$ cat config.mk
export PLATFORM = sky130hd
export DESIGN_NAME = gpio_bus_arbiter
export DESIGN_NICKNAME = d
export VERILOG_FILES = /design/src/rtl/gpio_bus_arbiter.sv
export SDC_FILE = /design/constraint.sdc
export NUM_CORES = 1
export LEC_CHECK = 0
export ABC_AREA = 1
export BUFFER_PORTS_ARGS = -buffer_cell sky130_fd_sc_hd__buf_2
export CAP_MARGIN = 20
export CORE_UTILIZATION = 33
export CTS_BUF_LIST = sky130_fd_sc_hd__clkbuf_8
export DETAILED_ROUTE_END_ITERATION = 16
export GPL_TIMING_DRIVEN = 0
export PLACE_DENSITY = 0.63
export SLEW_MARGIN = 20
export SYNTH_ARGS = -nofsm -noshare
export SYNTH_HDL_FRONTEND = slang
export SYNTH_SLANG_ARGS = --single-unit
$ cat constraint.sdc
create_clock -name clk -period 2.08 [get_ports clk]
set_clock_uncertainty 0.2 [all_clocks]
set_input_delay 0.208 -clock clk [delete_from_list [all_inputs] [get_ports clk]]
set_output_delay 0.208 -clock clk [all_outputs]
set_load 0.05 [all_outputs]
$ cat src/rtl/gpio_bus_arbiter.sv
// Round-robin arbiter sharing one GPIO register block among NUM_REQ masters, one serialized
// transaction at a time. Optional grant-retain (lock) behaviour is built when GPIO_ARB_LOCK_EN is defined.
module gpio_bus_arbiter #(
  parameter int NUM_REQ = 2,
  parameter int DATA_W  = 32
) (
  input  logic                      clk,
  input  logic                      reset,
  input  logic [NUM_REQ-1:0]        req,
  input  logic [NUM_REQ-1:0]        wr,
  input  logic [NUM_REQ*DATA_W-1:0] wdata,
  input  logic [NUM_REQ-1:0]        lock,
  output logic [NUM_REQ-1:0]        ack,
  output logic [DATA_W-1:0]         rdata,
  output logic                      busy,
  output logic                      gpio_we,
  output logic                      gpio_re,
  output logic [DATA_W-1:0]         gpio_wdata,
  input  logic [DATA_W-1:0]         gpio_rdata,
  output logic [2:0]                dbg_state_o
);

  localparam int IDX_W = $clog2(NUM_REQ);
  localparam int SW    = IDX_W + 1;

  typedef enum logic [2:0] {
    S_IDLE    = 3'd0,
    S_WR      = 3'd1,
    S_RD_ISS  = 3'd2,
    S_RD_WAIT = 3'd3,
    S_ACK     = 3'd4
  } state_t;

  state_t             state_q, state_d;
  logic [IDX_W-1:0]   ptr_q, ptr_d;
  logic [IDX_W-1:0]   idx_q, idx_d;
  logic [DATA_W-1:0]  wdata_q, wdata_d;
  logic [DATA_W-1:0]  rdata_q, rdata_d;

  logic               found;
  logic [IDX_W-1:0]   win;
  logic [IDX_W-1:0]   win_next;
  logic [SW-1:0]      sum;
  logic [SW-1:0]      sum_next;

  // Search upward from the pointer, wrapping modulo NUM_REQ; the first asserted request wins.
  always_comb begin
    found = 1'b0;
    win   = '0;
    sum   = '0;
    for (int off = 0; off < NUM_REQ; off++) begin
      sum = {1'b0, ptr_q} + SW'(off);
      if (sum >= SW'(NUM_REQ)) sum = sum - SW'(NUM_REQ);
      if (!found && req[sum[IDX_W-1:0]]) begin
        found = 1'b1;
        win   = sum[IDX_W-1:0];
      end
    end
  end

  always_comb begin
    sum_next = {1'b0, win} + SW'(1);
    if (sum_next == SW'(NUM_REQ)) sum_next = '0;
    win_next = sum_next[IDX_W-1:0];
  end

  always_ff @(posedge clk) begin
    if (reset) begin
      state_q <= S_IDLE;
      ptr_q   <= '0;
      idx_q   <= '0;
      wdata_q <= '0;
      rdata_q <= '0;
    end else begin
      state_q <= state_d;
      ptr_q   <= ptr_d;
      idx_q   <= idx_d;
      wdata_q <= wdata_d;
      rdata_q <= rdata_d;
    end
  end

  always_comb begin
    state_d = state_q;
    ptr_d   = ptr_q;
    idx_d   = idx_q;
    wdata_d = wdata_q;
    rdata_d = rdata_q;
    case (state_q)
      S_IDLE: begin
        if (found) begin
          idx_d   = win;
          wdata_d = wdata[int'(win)*DATA_W +: DATA_W];
          ptr_d   = win_next;
          state_d = wr[win] ? S_WR : S_RD_ISS;
        end
      end
      S_WR:      state_d = S_ACK;
      S_RD_ISS:  state_d = S_RD_WAIT;
      S_RD_WAIT: begin
        rdata_d = gpio_rdata;
        state_d = S_ACK;
      end
      S_ACK: begin
        state_d = S_IDLE;
`ifdef GPIO_ARB_LOCK_EN
        // Rewinding the pointer to the holder gives it first claim at the next arbitration.
        if (lock[idx_q]) ptr_d = idx_q;
`endif
      end
      default: state_d = S_IDLE;
    endcase
  end

  always_comb begin
    ack        = '0;
    busy       = (state_q != S_IDLE);
    gpio_we    = (state_q == S_WR);
    gpio_re    = (state_q == S_RD_ISS);
    gpio_wdata = (state_q == S_WR) ? wdata_q : '0;
    if (state_q == S_ACK) ack[idx_q] = 1'b1;
  end

  assign rdata       = rdata_q;
  assign dbg_state_o = state_q;

`ifndef GPIO_ARB_LOCK_EN
  logic unused_lock;
  assign unused_lock = ^lock;
`endif

endmodule

**Word level (Yosys, flattened, before mapping)**

Index checks and enable logic that the tools add are counted.

- Register bits after elaboration: 69
- Latch bits: 0
- RAM bits: 0
- Bits in read-only memories: 0
- Bits of input ports: 104
- Output and inout bits: 72
- Logic and storage cells: 50
- Memories: 0

- Add/sub/neg operators: 4
- Multipliers: 0
- Div/mod/pow operators: 0
- $lt $le $gt $ge: 7
- Equality and inequality tests: 6
- Shifts and indexed selects: 1
- Muxes and demuxes: 20
- Bitwise gates (word level): 0
- Reductions and logical operators: 7

Operator list:

| operator | number |
|---|---|
| 64-bit by 7-bit variable part select with 32-bit output | 1 |
| 32-bit two-way mux | 1 |
| 1-bit two-way mux | 14 |
| 3-bit one-hot mux with 3 select lines | 1 |
| 1-bit by 2-bit < comparator with 1-bit output (second input constant) | 4 |
| 3-bit by 2-bit == test with 1-bit output (second input constant) | 2 |
| 1-bit by 1-bit adder with 2-bit output (second input constant) | 2 |
| 2-bit two-way mux | 2 |
| 3-bit by 1-bit == test with 1-bit output (second input constant) | 1 |
| 3-bit == test (second input constant) | 1 |
| 3-bit zero test | 1 |
| 3-bit two-way mux | 1 |
| 3-bit nonzero test | 1 |
| 2-bit == test (second input constant) | 1 |
| 1-bit by 2-bit >= comparator with 1-bit output (second input constant) | 1 |
| 2-bit >= comparator (second input constant) | 1 |
| 1-bit logical AND | 2 |
| 2-bit != test (second input constant) | 1 |
| 2-bit AND reduction | 1 |
| 2-bit OR reduction | 1 |
| 1-bit subtractor (second input constant) | 2 |
| 1-bit demux with 1-bit select | 1 |
| 1-bit >= comparator (second input constant) | 1 |
| 1-bit zero test | 1 |

**Logic depth before layout (Yosys ltp)**

- Word-level depth: 13
- Depth in mapped cells: 9
- Gate-level depth less buffers: 9

**Worst setup path after synthesis**

OpenSTA, ideal clock, no wires.

- Path type: register to output
- Start point: reg state_q[0], in the netlist dbg_state_o[0]
- End point: out gpio_wdata[10]
- Arrival: 2.666 ns
- Required time: 1.672 ns
- Path slack: -0.994 ns
- Cell stages (with the launch flop): 6
- Buffers on the path: 1
- Cell sequence: dfxtp_1 > nand2_2 > nor2_1 > inv_1 > buf_6 > nor2_1

- Cells in the longest elaborated chain, start to end: 2

RTL lines:

| what | RTL line | text |
|---|---|---|
| start: declaration | 34 | `state_t state_q, state_d;` |
| start signal: assignment | 75 | `state_q <= state_d;` |
| 3-bit by 1-bit == test with 1-bit output | n/a |  |
| net gpio_we | 16 | `output logic gpio_we,` |
| 32-bit two-way mux | 120 | `gpio_wdata = (state_q == S_WR) ? wdata_q : '0;` |
| end: declaration | 18 | `output logic [DATA_W-1:0] gpio_wdata,` |

The timed path passes the listed nets, and every way through them passes these cells.

**Final worst setup path**

- Start point: reg state_q[2], in the netlist dbg_state_o[2]
- End point: out gpio_wdata[21]

- Cells in the longest elaborated chain, start to end: 2

RTL lines:

| what | RTL line |
|---|---|
| 3-bit by 1-bit == test with 1-bit output | 120 |
| 32-bit two-way mux | 120 |

No other way between the ends.

==> run metrics <==
sw frac=32.7%; failing checks=setup timing; first-pass GRT wire length=16700 microns; grt total ovfl=0; GRT Overall Usage=20.5%; Post-Synth Simple-Gate Area=35.0%; final std cells w/o fill=870; Psw=1.29 mW; Syn Std Cell Area=3310 sq um; dpl ws=0.295 ns; GR Layer Usage met2=36.3%; CP endpoint kind=output pin; final hold vios=0; Core Rows=36; adder-cell area share of the yosys netlist=0%; top-level port count=176; drt drc=0; final setup vio count=12; Pwr Density=709 nW/um^2; Worst Hold Path EP=wdata_q[10]; effective utilization at floorplan=34.0%; placed insts=803; asr flop ratio synth=0%; Arr. time, crit path=1.69 ns; Pwr Total=3.93 mW; die height=102 microns; GP Congestion=0.742; CTS root buf=clkbuf_8; post-synthesis mux area share=0%; Worst-Margin Slew=0.567 ns; DRT Pass-1 Iters=4; post-synth cell types=20; antenna violations before repair=0; number of flops mapped to enable cells by yosys=0; startpoint types=flop; maximum level of the CTS H-tree=3; Synthesized Nets=603; Hold Startpoint=wdata[10]; Die ar.=10400 sq um; busiest grt layer=met2; worst r2r path cells=6; Reg2Reg Setup Slack=0.48 ns; DR vias=3932; Final WS setup=-0.0189 ns; combinational family with the most area after synthesis=simple AND/OR/NAND/NOR gates; crit path max fanout=10; Final #Nets=836; Ys Warns=0; Leak=2.60 nW; FMAX=476 MHz; CTS Sinks=69; most numerous cell in the Yosys netlist=nand2_1; Data required, critical path=1.67 ns; max-cap violation count=0; final antenna-violating net count=0; fin util=57.0%; vias in the first global route=3780; diodes inserted=0; Mapped Cells=499; syn avg cell area=6.63 sq um; synth top area cells=dfxtp_1 42%, nand2_1 23%, a21oi_1 9.7%; sequential share of power=37.7%; internal power=2.65 mW; unrepaired setup endpoints after global routing=true; met3 Use GR=6.22%; Comb pwr share=31.3%; Tmin final=2.10 ns; routed len/inst=12.4 microns; Port Buf Inserts=171; CTS tree=done; critical path type=flop to output pin; Clock Power Share=31.0%; HPWL Detailed=7430 microns; sequential-to-total area share from yosys stat=41.7%; core area=9730 sq um; worst min path class=input port to flop; Synth area leader=dfxtp_1; Max Root-Sink Buffers=2; Global Route met1 Usage=23.2%; layout cells sized above 1=37.2%; clock latency at the later pin of the worst-skew pair=0.33 ns; share of the synthesized area in the top cell type=41.7%; Hold WS=0.00864 ns; Detailed Route Iter0 Violations=98; Max Slew Vio Count=0; area growth from synthesis to final layout=67.5%; Synth Area in Compound Gates=10.4%; Synth Area in XOR/XNOR=0%; DR vias/cell=4.52; r2r endpoint=rdata[12]; Reg clk slew, reported paths=0.08 ns; Yosys reg bits=69; Die X=102 microns; Slew headroom=62.2%; dominant synthesized flop cell=dfxtp_1; Routed Wire Length=10800 microns; period utilization=101%; worst flop-to-flop path startpoint=dbg_state_o[1]; commonest cells in the netlist=203 x nand2_1, 69 x dfxtp_1, 64 x a21oi_1, 43 x inv_1, 36 x nor2_1; worst vdd ir=0.374 mV; status=complete, but fails checks; Min-Delay Path Depth=5; CTS buffer count=9; largest net degree at the start of global routing=12
==> routing by layer <==
| metal | vias to the layer above | part of all wire [%] |
|---|---|---|
| met2 | 134 | 49 |
| met5 | - | 0 |
| met3 | 15 | 6.9 |
| met1 | 1784 | 42 |
| li1 | 1999 | - |
| met4 | 0 | 1.7 |
==> cells in the final DEF, fill, tap and decap left out <==
cell type      count
nand2_1          203
buf_2            150
dfxtp_1           67
a21oi_1           64
inv_1             43
dlygate4sd3_1     42
nand3_1           34
buf_6             34
nor2_4            22
buf_4             13
nor2_2            12
clkbuf_8          11
buf_8              7
clkbuf_1           5
nor2_1             3
buf_12             3
inv_2              3
nand2_2            2
a21oi_2            2
clkinv_2           2
bufinv_16          2
dfxtp_4            2
inv_4              1
bufinv_8           1
nand3_4            1
nor3_2             1
nand2_4            1
clkinvlp_4         1
nor3_1             1
o21ai_0            1
nor2_8             1
nand4_2            1
bufbuf_16          1
==> power groups by stage <==
| stage | clock [mW] | combinational [mW] | sequential (mW) |
|---|---|---|---|
| after CTS | 1.25 | 1.18 | 1.48 |
| after detailed placement | 0 | 1.02 | 1.51 |
| final | 1.22 | 1.23 | 1.48 |
| after global placement | 0 | 1.01 | 1.51 |
| after floorplan | 0 | 0.662 | 1.58 |
| after global routing | 1.32 | 1.34 | 1.49 |
==> logic make-up (layout without fill, tap and decap cells) <==
group           after synthesis  in the layout
compound gates               67             67
simple gates                282            282
flops                        69             69
buf+inv                      81            319
==> cell type report <==
type	count	area [sq um]
Clock buffer	11	151
Buffer	33	256
Fill cell	918	4180
Clock inverter	5	73.8
Sequential cell	69	1390
Multi-Input combinational cell	349	1700
Timing Repair Buffer	222	1610
Inverter	48	200
Tap cell	133	166
==> flip-flops by register name (all words and copies together), names as in the netlist <==
signal	count
ptr_q	1
idx_q	1
dbg_state_o	3
wdata_q	32
rdata	32
==> worst max-delay path by stage <==
stage,from,endpoint,cells past startpoint,slack (ns)
after CTS,dbg_state_o[2],gpio_wdata[27],8,-0.003
after global routing,dbg_state_o[2],gpio_wdata[21],8,-0.1
after floorplan,dbg_state_o[0],gpio_wdata[12],5,-0.12
after detailed placement,dbg_state_o[2],gpio_wdata[22],7,0.30
after global placement,dbg_state_o[2],gpio_wdata[22],7,0.29
final,dbg_state_o[2],gpio_wdata[21],8,-0.02
==> per-stage QoR <==
step | instance area (sq um) | setup TNS (ns)
after global placement | 4440 | 0
after global routing | 5550 | -2.38
after CTS | 5400 | -0.0130
after floorplan | 3420 | -3.24
final | 5550 | -0.115
after detailed placement | 4440 | 0
==> what timing repair did <==
item | 4_1_cts | 5_1_grt
endpoints found under the hold margin | 41 | 1
setup endpoints to repair | 30 | 32
gates resized for setup | 76 | 23
pin swaps | 1 | 3
hold buffers | 41 | 1
setup buffers | 4 | 4
gates cloned | 1 | 0
==> critical path, stage by stage, from the launching register on <==
cell and delay, ns:
dfxtp_4 0.35, inv_4 0.06, nand2_4 0.06, nor2_4 0.14
clkinvlp_4 0.16, buf_12 0.16, buf_12 0.15, nor2_4 0.11
buf_8 0.15
(Power assumes the default switching activity.)
